--- src/rtl/mem_arb_pkg.sv ---
// Shared types and constants for the unified memory port arbiter.
package mem_arb_pkg;

  typedef enum logic [1:0] {
    IDLE   = 2'd0,
    BUSY_I = 2'd1,
    BUSY_D = 2'd2,
    RESP   = 2'd3
  } state_e;

  typedef enum logic {
    REQ_I = 1'b0,
    REQ_D = 1'b1
  } req_id_e;

  localparam int WSTRB_W          = 4;
  localparam int DEF_MAX_D_STREAK = 4;

endpackage

--- src/rtl/mem_arb_pick.sv ---
// Grant decision for the shared memory port, evaluated only while the arbiter is idle.
// Data normally wins; once the data streak is full, a pending fetch wins instead.
module mem_arb_pick
  import mem_arb_pkg::*;
(
  input  logic    i_req,
  input  logic    d_req,
  input  logic    i_flush,
  input  logic    streak_full,
  output logic    grant_valid,
  output req_id_e grant_id
);

  // Priority pick: data unless fetch is being starved, fetch unless it is being flushed.
  always_comb begin
    grant_valid = 1'b0;
    grant_id    = REQ_I;
    if (d_req && (!i_req || !streak_full)) begin
      grant_valid = 1'b1;
      grant_id    = REQ_D;
    end else if (i_req && !i_flush) begin
      grant_valid = 1'b1;
      grant_id    = REQ_I;
    end
  end

endmodule

--- src/rtl/mem_port_arbiter.sv ---
// Shares one single-ported instruction/data memory between fetch and load/store.
//
//   state  | meaning
//   -------+-----------------------------------------------------------
//   IDLE   | sampling requests, deciding the next grant
//   BUSY_I | fetch access in flight, mem_valid held until mem_ready
//   BUSY_D | load/store access in flight, mem_valid held until mem_ready
//   RESP   | one-cycle ack to the owner of the finished access
module mem_port_arbiter
  import mem_arb_pkg::*;
#(
  parameter int ADDR_W       = 32,
  parameter int DATA_W       = 32,
  parameter int MAX_D_STREAK = DEF_MAX_D_STREAK
) (
  input  logic               clk,
  input  logic               rst_n,
  input  logic               i_req,
  input  logic [ADDR_W-1:0]  i_addr,
  input  logic               i_flush,
  output logic               i_ack,
  output logic               i_err,
  output logic [DATA_W-1:0]  i_rdata,
  input  logic               d_req,
  input  logic               d_we,
  input  logic [ADDR_W-1:0]  d_addr,
  input  logic [DATA_W-1:0]  d_wdata,
  input  logic [WSTRB_W-1:0] d_wstrb,
  output logic               d_ack,
  output logic [DATA_W-1:0]  d_rdata,
  output logic               mem_valid,
  output logic               mem_we,
  output logic [ADDR_W-1:0]  mem_addr,
  output logic [DATA_W-1:0]  mem_wdata,
  output logic [WSTRB_W-1:0] mem_wstrb,
  input  logic               mem_ready,
  input  logic [DATA_W-1:0]  mem_rdata
);

  localparam int                  STREAK_W   = $clog2(MAX_D_STREAK + 1);
  localparam logic [STREAK_W-1:0] STREAK_MAX = STREAK_W'(MAX_D_STREAK);
  localparam logic [ADDR_W-1:0]   WORD_MASK  = ~ADDR_W'(3);

  state_e               state_q, state_d;
  req_id_e              resp_id_q, resp_id_d;
  logic                 err_q, err_d;
  logic                 flush_q, flush_d;
  logic [STREAK_W-1:0]  streak_q, streak_d;
  logic                 mem_valid_q, mem_valid_d;
  logic                 mem_we_q, mem_we_d;
  logic [ADDR_W-1:0]    mem_addr_q, mem_addr_d;
  logic [DATA_W-1:0]    mem_wdata_q, mem_wdata_d;
  logic [WSTRB_W-1:0]   mem_wstrb_q, mem_wstrb_d;
  logic [DATA_W-1:0]    i_rdata_q, i_rdata_d;
  logic [DATA_W-1:0]    d_rdata_q, d_rdata_d;

  logic    grant_valid;
  req_id_e grant_id;

  mem_arb_pick u_pick (
    .i_req       (i_req),
    .d_req       (d_req),
    .i_flush     (i_flush),
    .streak_full (streak_q == STREAK_MAX),
    .grant_valid (grant_valid),
    .grant_id    (grant_id)
  );

  // Next-state and datapath register updates for the access sequencer.
  always_comb begin
    state_d     = state_q;
    resp_id_d   = resp_id_q;
    err_d       = err_q;
    flush_d     = flush_q;
    streak_d    = streak_q;
    mem_valid_d = mem_valid_q;
    mem_we_d    = mem_we_q;
    mem_addr_d  = mem_addr_q;
    mem_wdata_d = mem_wdata_q;
    mem_wstrb_d = mem_wstrb_q;
    i_rdata_d   = i_rdata_q;
    d_rdata_d   = d_rdata_q;

    case (state_q)
      IDLE: begin
        if (grant_valid && (grant_id == REQ_D)) begin
          state_d     = BUSY_D;
          resp_id_d   = REQ_D;
          err_d       = 1'b0;
          mem_valid_d = 1'b1;
          mem_we_d    = d_we;
          mem_addr_d  = d_addr & WORD_MASK;
          mem_wdata_d = d_wdata;
          mem_wstrb_d = d_we ? d_wstrb : '0;
          // Only count data wins that actually held off a waiting fetch.
          if (!i_req)                     streak_d = '0;
          else if (streak_q != STREAK_MAX) streak_d = streak_q + 1'b1;
        end else if (grant_valid) begin
          resp_id_d = REQ_I;
          streak_d  = '0;
          if (i_addr[1:0] != 2'b00) begin
            // Misaligned fetch is answered with an error, memory is never touched.
            state_d = RESP;
            err_d   = 1'b1;
          end else begin
            state_d     = BUSY_I;
            err_d       = 1'b0;
            mem_valid_d = 1'b1;
            mem_we_d    = 1'b0;
            mem_addr_d  = i_addr & WORD_MASK;
            mem_wdata_d = '0;
            mem_wstrb_d = '0;
          end
        end
      end
      BUSY_I: begin
        // A flushed fetch still has to finish on the bus; only its ack is dropped.
        if (i_flush) flush_d = 1'b1;
        if (mem_ready) begin
          state_d     = RESP;
          mem_valid_d = 1'b0;
          i_rdata_d   = mem_rdata;
        end
      end
      BUSY_D: begin
        if (mem_ready) begin
          state_d     = RESP;
          mem_valid_d = 1'b0;
          d_rdata_d   = mem_rdata;
        end
      end
      RESP: begin
        // A flush arriving on this cycle is handled directly in the ack gating.
        state_d = IDLE;
        flush_d = 1'b0;
        err_d   = 1'b0;
      end
      default: state_d = IDLE;
    endcase
  end

  // State and datapath flops; async reset drops mem_valid immediately.
  always_ff @(posedge clk or negedge rst_n) begin
    if (!rst_n) begin
      state_q     <= IDLE;
      resp_id_q   <= REQ_I;
      err_q       <= 1'b0;
      flush_q     <= 1'b0;
      streak_q    <= '0;
      mem_valid_q <= 1'b0;
      mem_we_q    <= 1'b0;
      mem_addr_q  <= '0;
      mem_wdata_q <= '0;
      mem_wstrb_q <= '0;
      i_rdata_q   <= '0;
      d_rdata_q   <= '0;
    end else begin
      state_q     <= state_d;
      resp_id_q   <= resp_id_d;
      err_q       <= err_d;
      flush_q     <= flush_d;
      streak_q    <= streak_d;
      mem_valid_q <= mem_valid_d;
      mem_we_q    <= mem_we_d;
      mem_addr_q  <= mem_addr_d;
      mem_wdata_q <= mem_wdata_d;
      mem_wstrb_q <= mem_wstrb_d;
      i_rdata_q   <= i_rdata_d;
      d_rdata_q   <= d_rdata_d;
    end
  end

  assign i_ack     = (state_q == RESP) && (resp_id_q == REQ_I) && !flush_q && !i_flush;
  assign i_err     = i_ack && err_q;
  assign d_ack     = (state_q == RESP) && (resp_id_q == REQ_D);
  assign i_rdata   = i_rdata_q;
  assign d_rdata   = d_rdata_q;
  assign mem_valid = mem_valid_q;
  assign mem_we    = mem_we_q;
  assign mem_addr  = mem_addr_q;
  assign mem_wdata = mem_wdata_q;
  assign mem_wstrb = mem_wstrb_q;

endmodule

--- config.mk ---
export PLATFORM = sky130hd
export DESIGN_NAME = mem_port_arbiter
export DESIGN_NICKNAME = d
export VERILOG_FILES = /design/src/rtl/mem_arb_pkg.sv /design/src/rtl/mem_arb_pick.sv /design/src/rtl/mem_port_arbiter.sv
export SDC_FILE = /design/constraint.sdc
export NUM_CORES = 1
export LEC_CHECK = 0
export ABC_AREA = 0
export BUFFER_PORTS_ARGS = -buffer_cell sky130_fd_sc_hd__buf_2
export CAP_MARGIN = 5
export CORE_AREA = 2 2 103 130
export DETAILED_ROUTE_END_ITERATION = 10
export DIE_AREA = 0 0 105 132
export PLACE_DENSITY = 0.87
export SKIP_CTS_REPAIR_TIMING = 1
export SYNTH_ARGS = -nofsm -noshare
export SYNTH_HDL_FRONTEND = slang
export SYNTH_SLANG_ARGS = --single-unit
--- constraint.sdc ---
create_clock -name clk -period 1.8 [get_ports clk]
set_input_delay 0.18 -clock clk [delete_from_list [all_inputs] [get_ports clk]]
set_output_delay 0.18 -clock clk [all_outputs]
set_load 0.03 [all_outputs]
==> results of run 1 <==
[metal layers]
layer	routed length (um)	part of all wire, %
met2	8290	54
met3	920	6.0
met1	5710	37
met5	0	0
met4	433	2.8
[worst register-to-register path: stages, from the launching register on]
cell      delay, ns
dfrtp_2        0.44
inv_1          0.15
ha_4           0.18
inv_1          0.09
or3_1          0.43
a31oi_1        0.21
a311oi_1       0.08
[cell type report]
type / count / area (um2) / area share, %
tap: 168 / 210 / 2.56
clock buffer: 19 / 443 / 5.39
inverter: 6 / 22.5 / 0.274
clock inverter: 13 / 235 / 2.86
multi-input combinational: 222 / 2050 / 25.0
sequential: 140 / 3510 / 42.6
timing repair buffer: 306 / 1750 / 21.3
[cells in the final DEF, fill, tap and decap left out, types with 2 or more instances in the layout]
cell type        n
inv_6            2
dfrtp_2          2
and2_1           2
mux2_2          64
buf_4            9
dfrtp_1        138
a21o_1           2
nor3_1           2
clkinv_4         2
a21oi_1          3
a22o_1          33
clkbuf_16       17
nor2_1           4
ha_1             5
nand2b_1        31
clkinvlp_4       2
ha_4             2
buf_2          269
inv_1            5
o21ai_0          4
bufinv_16        6
a32o_1           5
buf_12           6
a31oi_1          3
dlygate4sd3_1   20
conb_1           2
o221a_1         30
nand2_1          8
nand3_1          4
[metrics by stage]
stage	area, um2	TNS (ns)	worst slack, ns
floorplan	5720	0	0.00317
global placement	7300	0	0.170
detailed placement	7300	0	0.0564
CTS	7980	-0.0602	-0.0602
global route	8220	0	0.00475
finish	8220	0	0.0814
[state kept, by name (all words and copies together), names as in the netlist]
signal	flops
resp_id_q	1
state_q	2
err_q	1
mem_wdata	32
mem_addr	30
streak_q	3
mem_wstrb	4
d_rdata	32
i_rdata	32
flush_q	1
mem_valid	1
mem_we	1
[worst paths after layout]
check,from,endpoint,cells after the start
max in group asynchronous,rst_n,d_rdata[13]$_DFFE_PN0P_,3
hold reg to reg,mem_wstrb[1]$_DFFE_PN0P_,mem_wstrb[1]$_DFFE_PN0P_,1
setup reg to reg,state_q[0]$_DFFE_PN0P_,state_q[0]$_DFFE_PN0P_,6
setup / recovery,state_q[0]$_DFFE_PN0P_,state_q[0]$_DFFE_PN0P_,6
min in group asynchronous,rst_n,d_rdata[21]$_DFFE_PN0P_,2
hold / removal,d_wdata[7],mem_wdata[7]$_DFFE_PN0P_,2
[report_power, final]
| group | leakage, nW | internal, mW | switching (mW) | total [mW] |
|---|---|---|---|---|
| clock network | 0.324 | 2.65 | 1.33 | 3.97 |
| registers | 1.66 | 4.71 | 0.921 | 5.64 |
| logic | 2.02 | 3.04 | 5.07 | 8.11 |
| total | 4.01 | 10.4 | 7.32 | 17.7 |
[cells by family (layout without fill, tap and decap cells)]
logic type,after synthesis,after routing,synth area share (%)
adders and majority gates,7,7,1.53
AOI/OAI and AO/OA,88,88,14.5
muxes,64,64,12.6
DFF,140,140,61.4
buffers and inverters,32,344,3.44
and+or+nand+nor,61,61,6.45
other,1,2,0.0657
==> results by group, run 1 <==
Run status
  – Status: complete, no violations

Logic synthesis
  – Top cells by count, synth: dfrtp_1 (140), mux2_2 (64), a22o_1 (33)
  – Post-synthesis cell type count: 41
  – Ys async rst share: 100%
  – Yosys warns: 0
  – Post-synth EDFFs: 0
  – Top FF cell, synth: dfrtp_1
  – Top-area cell type share of the netlist area: 61.4%
  – Seq/Total Area, Yosys: 61.4%
  – Synth area leader: dfrtp_1
  – Most frequent cell after synthesis: dfrtp_1
  – Yosys reg bits: 140
  – Syn Std Cell Area: 0.00571 mm2
  – Syn_area_per_cell: 14.5 um2
  – Syn Inst Count: 393
  – Area contributors post-synth: dfrtp_1 (61%), mux2_2 (13%), o221a_1 (5.9%), a22o_1 (5.1%), nand2b_1 (3.4%)

Cells and area
  – Nets: 839
  – Final Util: 65.5%
  – Area Growth Syn to Fin: 44.1%
  – Ant diodes: 0
  – Share of cells above drive strength 1: 55.8%
  – Layout fillers: 939
  – Finished Layout Cells: 874

Setup path
  – Critical Path Sink Type: flip-flop
  – Worst Setup Start Kind: flip-flop
  – Most common cell on crit path: inv_1
  – Critical path's slowest cell: dfrtp_2
  – CP top delay family: flip-flops
  – Buf/Inv on CP: 2
  – Slowest stage delay, CP: 0.44 ns
  – R2R setup slack: 0.08 ns
  – Worst path required time: 2.07 ns
  – CP max FO: 5
  – Data arrival, critical path: 1.98 ns
  – Crit path cell chain: inv_1 > ha_4 > inv_1 > or3_1 > a31oi_1 > a311oi_1
  – Crit Path Category: reg2reg

Clocking
  – Htree depth: 4
  – Max Buffers Root-to-Sink: 2
  – Clk root buf: clkbuf_16
  – Inserted Clock Buffers: 17
  – CTS Sinks: 140
  – Latest clock arrival within the worst-skew pair: 0.41 ns
  – Clock slew at reported path FFs: 0.06 ns
  – CTS tree: yes

Place
  – I/O Buffers: 271
  – DP Cell Count: 821
  – Detailed Place HPWL: 10800 um
  – Gpl congestion: 0.827

Floorplanning
  – Io pins: 276
  – Die span in y: 132 um
  – Die area: 0.0139 mm2
  – Core area: 0.0125 mm2
  – Initial Util: 45.5%
  – Row Count: 46
  – DIE WIDTH: 105 um

Drt
  – Drt drc: 0
  – Vias: 4595
  – Final Routed Wirelength: 15400 um
  – Drt wl/cell: 17.6 um
  – First-pass DRT Iterations: 4
  – Via-to-Cell Ratio: 5.26
  – Starting DRT DRC Count: 214
  – Remaining antenna violation count: 0

Global routing
  – Vias in the first global route: 4822
  – First-pass GRT wire length: 23700 um
  – Most crowded layer after global routing: met2
  – Grt ovf: 0
  – Met2 usage: 39.9%
  – Antenna violations before repair: 0
  – Largest net degree at the start of global routing: 55
  – GRT Total Usage: 21.6%
  – Met3 Use GR: 5.98%
  – M1 GR Usage: 23.0%

STA
  – Fmax achieved: 582 MHz
  – Final number of setup-violating endpoints: 0
  – Clock Skews: 0.00937 ns
  – RSZ-0062 raised after global routing: false
  – Fin crit period: 1.72 ns
  – Final Hold Viols: 0
  – Tcrit/Tclk final: 95.5%
  – Hold slack: 0.00263 ns
  – Max Slew Vio Count: 0

Flow run
  – Max-cap violations: 0

Power and ir drop
  – Leakage Power: 4.01 nW
  – Peak VDD IR: 0.974 mV
  – Tot Pwr: 17.7 mW
  – PwrDens: 2160 mW/mm2

Min path
  – Min-Delay Path Class: in2reg
No activity file was read; power rests on OpenSTA's default activity.
==> inputs of run 2 (changes only) <==
--- a/config.mk
+++ b/config.mk
@@ -8,10 +8,10 @@
 export ABC_AREA = 0
 export BUFFER_PORTS_ARGS = -buffer_cell sky130_fd_sc_hd__buf_2
 export CAP_MARGIN = 5
-export CORE_AREA = 2 2 103 130
+export CORE_AREA = 2 2 110 139
 export DETAILED_ROUTE_END_ITERATION = 10
-export DIE_AREA = 0 0 105 132
-export PLACE_DENSITY = 0.87
+export DIE_AREA = 0 0 112 141
+export PLACE_DENSITY = 0.78
 export SKIP_CTS_REPAIR_TIMING = 1
 export SYNTH_ARGS = -nofsm -noshare
 export SYNTH_HDL_FRONTEND = slang
==> results by group, run 2 (synthesis results as in run 1) <==
Drt
  – Vias: 4461 (was 4595)
  – Remaining antenna violation count: 0 (unchanged)
  – Starting DRT DRC Count: 243 (was 214)
  – Final Routed Wirelength: 14700 um (was 15400 um)
  – Drt drc: 0 (unchanged)
  – Drt wl/cell: 16.7 um (was 17.6 um)
  – First-pass DRT Iterations: 4 (unchanged)
  – Via-to-Cell Ratio: 5.06 (was 5.26)

Setup path
  – Critical path's slowest cell: dfrtp_2 (unchanged)
  – Crit path cell chain: ha_4 > nor4b_4 > and2_1 > clkbuf_4 (was inv_1 > ha_4 > inv_1 > or3_1 > a31oi_1 > a311oi_1)
  – Data arrival, critical path: 1.53 ns (was 1.98 ns)
  – Slowest stage delay, CP: 0.41 ns (was 0.44 ns)
  – Worst Setup Start Kind: flip-flop (unchanged)
  – CP max FO: 5 (unchanged)
  – Crit Path Category: reg2out (was reg2reg)
  – Critical Path Sink Type: primary output (was flip-flop)
  – Worst path required time: 1.62 ns (was 2.07 ns)

Clocking
  – CTS tree: yes (unchanged)
  – Latest clock arrival within the worst-skew pair: 0.41 ns (about the same)
  – Htree depth: 4 (unchanged)
  – Clk root buf: clkbuf_16 (unchanged)
  – CTS Sinks: 140 (unchanged)
  – Inserted Clock Buffers: 17 (unchanged)
  – Max Buffers Root-to-Sink: 2 (unchanged)
  – Clock slew at reported path FFs: 0.06 ns (about the same)

Cells and area
  – Layout fillers: 1223 (was 939)
  – Final instance area: 0.00813 mm2 (was 0.00822 mm2)
  – Area Growth Syn to Fin: 42.4% (was 44.1%)
  – Ant diodes: 0 (unchanged)
  – Commonest non-fill, non-tap cells in the layout: buf_2 (269), dfrtp_1 (139), mux2_2 (64) (was buf_2 (269), dfrtp_1 (138), mux2_2 (64))
  – Share of cells above drive strength 1: 56.4% (was 55.8%)
  – Finished Layout Cells: 882 (was 874)
  – Nets: 833 (was 839)
  – Most common cell after layout, fill and taps aside: buf_2 (unchanged)

STA
  – Final number of setup-violating endpoints: 0 (unchanged)
  – Hold slack: -0.00353 ns (was 0.00263 ns)
  – Max-slew headroom: 61.0%
  – Worst slew pin tran: 0.583 ns
  – RSZ-0062 raised after global routing: true (was false)
  – Max Slew Vio Count: 0 (unchanged)
  – Tcrit/Tclk final: 95.1% (was 95.5%)
  – Fmax achieved: 584 MHz (was 582 MHz)
  – Final Hold Viols: 1 (was 0)
  – Clock Skews: 0.0135 ns (was 0.00937 ns)
  – Fin crit period: 1.71 ns (was 1.72 ns)

Global routing
  – First-pass GRT wire length: 22800 um (was 23700 um)
  – Grt ovf: 0 (unchanged)
  – Vias in the first global route: 4671 (was 4822)
  – Largest net degree at the start of global routing: 71 (was 55)
  – Antenna violations before repair: 0 (unchanged)
  – GRT Total Usage: 17.8% (was 21.6%)

Min path
  – Min-Delay Path Class: in2reg (unchanged)

Place
  – Detailed Place HPWL: 10600 um (was 10800 um)
  – Dpl cell area: 0.00731 mm2 (was 0.00730 mm2)
  – I/O Buffers: 271 (unchanged)
  – DP Cell Count: 834 (was 821)
  – Gpl congestion: 0.862 (was 0.827)

Flow run
  – Max-cap violations: 0 (unchanged)

Floorplanning
  – Initial Util: 39.0% (was 45.5%)
  – Io pins: 276 (unchanged)
  – Core area: 0.0146 mm2 (was 0.0125 mm2)
  – Row Count: 50 (was 46)
  – Die area: 0.0158 mm2 (was 0.0139 mm2)
  – Die span in y: 141 um (was 132 um)
  – DIE WIDTH: 112 um (was 105 um)

Power and ir drop
  – Tot Pwr: 17.3 mW (was 17.7 mW)
  – Leakage Power: 3.97 nW (was 4.01 nW)
  – PwrDens: 2130 mW/mm2 (was 2160 mW/mm2)
  – Peak VDD IR: 1.25 mV (was 0.974 mV)

Run status
  – Status: complete, but fails checks (was complete, no violations)
  – Failing checks: negative hold slack
==> run 2: worst max-delay path: cells and delay by family, from the launching register on <==
| kind | cells | cell delay (ns) |
|---|---|---|
| adder cells (fa/ha/maj) | 1 | 0.17 |
| buffers and inverters | 1 | 0.20 |
| flip-flops | 1 | 0.41 |
| AND/OR/NAND/NOR | 2 | 0.34 |
==> run 2: layer usage <==
layer | vias up | wire length [um] | track usage, %
li1 | 2050 | - | -
met4 | 0 | 237 | 6.10
met3 | 23 | 1010 | 5.16
met5 | - | 0 | 0
met2 | 193 | 7850 | 33.0
met1 | 2195 | 5590 | 19.3
==> run 2: final timing paths <==
check,startpoint,to,slack [ns],depth (start not counted)
worst max-delay path,state_q[0]$_DFFE_PN0P_,i_err,0.09,4
worst min register to register,mem_wstrb[0]$_DFFE_PN0P_,mem_wstrb[0]$_DFFE_PN0P_,0.49,1
worst min-delay path,d_wdata[0],mem_wdata[0]$_DFFE_PN0P_,-0.004,2
worst max register to register,streak_q[1]$_DFFE_PN0P_,mem_wdata[4]$_DFFE_PN0P_,0.11,6
max in group asynchronous,rst_n,i_rdata[4]$_DFFE_PN0P_,0.95,3
min in group asynchronous,rst_n,d_rdata[25]$_DFFE_PN0P_,0.21,2
==> run 2: layout make-up <==
type | count | area [um2] | area share, %
multi-input cells | 223 | 2060 | 25.4
flip-flops and latches | 140 | 3500 | 43.1
well taps | 182 | 228 | 2.80
repair buffers | 299 | 1680 | 20.7
clock inverters | 13 | 186 | 2.29
clock buffers | 19 | 443 | 5.45
inverters | 6 | 22.5 | 0.277
==> run 2: report_power, final <==
group | internal [mW] | switching (mW) | leakage [nW]
Clock | 2.37 | 1.33 | 0.308
Sequential | 4.71 | 0.861 | 1.66
Combinational | 3.04 | 5.04 | 1.99
==> run 2: stage by stage <==
stage	setup slack, ns	util [%]	TNS [ns]
4_1_cts	-0.187	54.2	-6.11
2_1_floorplan	0.00317	-	0
5_1_grt	0.00147	55.5	0
3_5_place_dp	-0.163	49.9	-5.12
3_3_place_gp	-0.0257	49.9	-0.811
6_report	0.0890	55.5	0
==> inputs of run 3 (changes only) <==
--- a/config.mk
+++ b/config.mk
@@ -8,10 +8,11 @@
 export ABC_AREA = 0
 export BUFFER_PORTS_ARGS = -buffer_cell sky130_fd_sc_hd__buf_2
 export CAP_MARGIN = 5
-export CORE_AREA = 2 2 110 139
+export CORE_AREA = 2 2 103 130
 export DETAILED_ROUTE_END_ITERATION = 10
-export DIE_AREA = 0 0 112 141
-export PLACE_DENSITY = 0.78
+export DIE_AREA = 0 0 105 132
+export PLACE_DENSITY = 0.87
+export RECOVER_POWER = 100
 export SKIP_CTS_REPAIR_TIMING = 1
 export SYNTH_ARGS = -nofsm -noshare
 export SYNTH_HDL_FRONTEND = slang
==> results by group, run 3 (synthesis results as in run 1) <==
Clocking
  – Latest clock arrival within the worst-skew pair: 0.41 ns (about the same)
  – Inserted Clock Buffers: 17 (unchanged)
  – Clk root buf: clkbuf_16 (unchanged)
  – Max Buffers Root-to-Sink: 2 (unchanged)
  – CTS Sinks: 140 (unchanged)
  – CTS tree: yes (unchanged)
  – Clock slew at reported path FFs: 0.06 ns (about the same)
  – Htree depth: 4 (unchanged)

Cells and area
  – Layout fillers: 1029 (was 1223)
  – Most common cell after layout, fill and taps aside: dfrtp_1 (was buf_2)
  – Nets: 839 (was 833)
  – Share of cells above drive strength 1: 36.8% (was 56.4%)
  – Area Growth Syn to Fin: 40.3% (was 42.4%)
  – Finished Layout Cells: 874 (was 882)
  – Ant diodes: 0 (unchanged)
  – Commonest non-fill, non-tap cells in the layout: dfrtp_1 (138), buf_2 (137), clkbuf_1 (133) (was buf_2 (269), dfrtp_1 (139), mux2_2 (64))

Setup path
  – Slowest stage delay, CP: 0.43 ns (was 0.41 ns)
  – R2R depth: 6 (unchanged)
  – Crit path cell chain: inv_1 > ha_4 > inv_1 > or3_1 > a31oi_1 > a311oi_1 (was ha_4 > nor4b_4 > and2_1 > clkbuf_4)
  – Critical Path Sink Type: flip-flop (was primary output)
  – Data arrival, critical path: 2.00 ns (was 1.53 ns)
  – Crit Path Category: reg2reg (was reg2out)
  – Most common cell on crit path: inv_1
  – Buf/Inv on CP: 2 (was 1)
  – Worst Setup Start Kind: flip-flop (unchanged)
  – Critical path's slowest cell: dfrtp_2 (unchanged)
  – CP top delay family: flip-flops (unchanged)
  – Crit path depth: 6 (was 4)
  – CP max FO: 5 (unchanged)
  – Worst path required time: 2.07 ns (was 1.62 ns)

Power and ir drop
  – PwrDens: 2160 mW/mm2 (was 2130 mW/mm2)
  – Leakage Power: 3.61 nW (was 3.97 nW)
  – Tot Pwr: 17.3 mW (about the same)
  – Peak VDD IR: 0.962 mV (was 1.25 mV)

STA
  – Fin crit period: 1.73 ns (was 1.71 ns)
  – RSZ-0062 raised after global routing: false (was true)
  – Hold slack: 0.00370 ns (was -0.00353 ns)
  – Tcrit/Tclk final: 96.2% (was 95.1%)
  – Worst slew pin tran: 1.21 ns (was 0.583 ns)
  – Fmax achieved: 578 MHz (was 584 MHz)
  – Final Hold Viols: 0 (was 1)
  – Setup_tns: 0 ns (unchanged)
  – Final WS setup: 0.0688 ns (was 0.0890 ns)
  – Clock Skews: 0.0105 ns (was 0.0135 ns)
  – Max Slew Vio Count: 0 (unchanged)
  – Max-slew headroom: 19.4% (was 61.0%)
  – Final number of setup-violating endpoints: 0 (unchanged)

Global routing
  – Largest net degree at the start of global routing: 55 (was 71)
  – First-pass GRT wire length: 23700 um (was 22800 um)
  – Vias in the first global route: 4822 (was 4671)
  – Antenna violations before repair: 0 (unchanged)
  – Grt ovf: 0 (unchanged)
  – GRT Total Usage: 21.6% (was 17.8%)

Place
  – Gpl congestion: 0.827 (was 0.862)
  – Detailed Place HPWL: 10800 um (was 10600 um)
  – DP Cell Count: 821 (was 834)
  – Worst Setup Slack post-DPL: 0.0564 ns (was -0.163 ns)
  – I/O Buffers: 271 (unchanged)

Drt
  – Drt drc: 0 (unchanged)
  – Drt wl/cell: 17.7 um (was 16.7 um)
  – Remaining antenna violation count: 0 (unchanged)
  – Via-to-Cell Ratio: 5.25 (was 5.06)
  – Vias: 4585 (was 4461)
  – Starting DRT DRC Count: 166 (was 243)
  – Final Routed Wirelength: 15500 um (was 14700 um)
  – First-pass DRT Iterations: 4 (unchanged)

Floorplanning
  – Row Count: 46 (was 50)
  – Io pins: 276 (unchanged)
  – DIE WIDTH: 105 um (was 112 um)
  – Die area: 0.0139 mm2 (was 0.0158 mm2)
  – Core area: 0.0125 mm2 (was 0.0146 mm2)
  – Initial Util: 45.5% (was 39.0%)
  – Die span in y: 132 um (was 141 um)

Min path
  – Min-Delay Path Class: in2reg (unchanged)
  – Worst hold path stage count: 2 (unchanged)

Run status
  – Status: complete, no violations (was complete, but fails checks)

Flow run
  – Max-cap violations: 0 (unchanged)
==> run 3: power by group <==
group          switching (mW)  total [mW]  leakage (nW)  internal [mW]
clock network            1.32        3.97         0.324           2.65
registers               0.968        5.68          1.66           4.72
logic                    5.07        7.64          1.62           2.57
==> run 3: area by class of cell <==
cell class | instances | area (um2) | area share [%]
repair buffers | 306 | 1550 | 19.3
flip-flops and latches | 140 | 3510 | 43.8
clock buffers | 19 | 443 | 5.53
inverters | 6 | 22.5 | 0.281
well taps | 168 | 210 | 2.63
clock inverters | 13 | 235 | 2.94
multi-input cells | 222 | 2040 | 25.5
==> run 3: per-stage QoR <==
step	util, %	instance area, um2
3_5_place_dp	58.2	7300
5_1_grt	63.8	8010
2_1_floorplan	-	5720
4_1_cts	63.6	7980
6_report	63.8	8010
3_3_place_gp	58.2	7300
==> run 3: layer usage <==
layer / track usage (%) / share of wire, % / vias to the layer above
met5: 0 / 0 / -
met4: 8.96 / 3.0 / 0
met2: 39.9 / 53 / 211
met1: 23.0 / 37 / 2262
li1: - / - / 2072
met3: 5.98 / 6.2 / 40
==> run 3: final timing paths <==
kind                                          start                        to  slack (ns)
setup / recovery             state_q[1]$_DFFE_PN0P_    state_q[0]$_DFFE_PN0P_        0.07
hold / removal                           d_wdata[7]  mem_wdata[7]$_DFFE_PN0P_       0.004
setup reg to reg             state_q[1]$_DFFE_PN0P_    state_q[0]$_DFFE_PN0P_        0.07
hold reg to reg            mem_wstrb[1]$_DFFE_PN0P_  mem_wstrb[1]$_DFFE_PN0P_        0.50
max in group asynchronous                     rst_n   d_rdata[25]$_DFFE_PN0P_        0.29
min in group asynchronous                     rst_n   d_rdata[21]$_DFFE_PN0P_        0.55
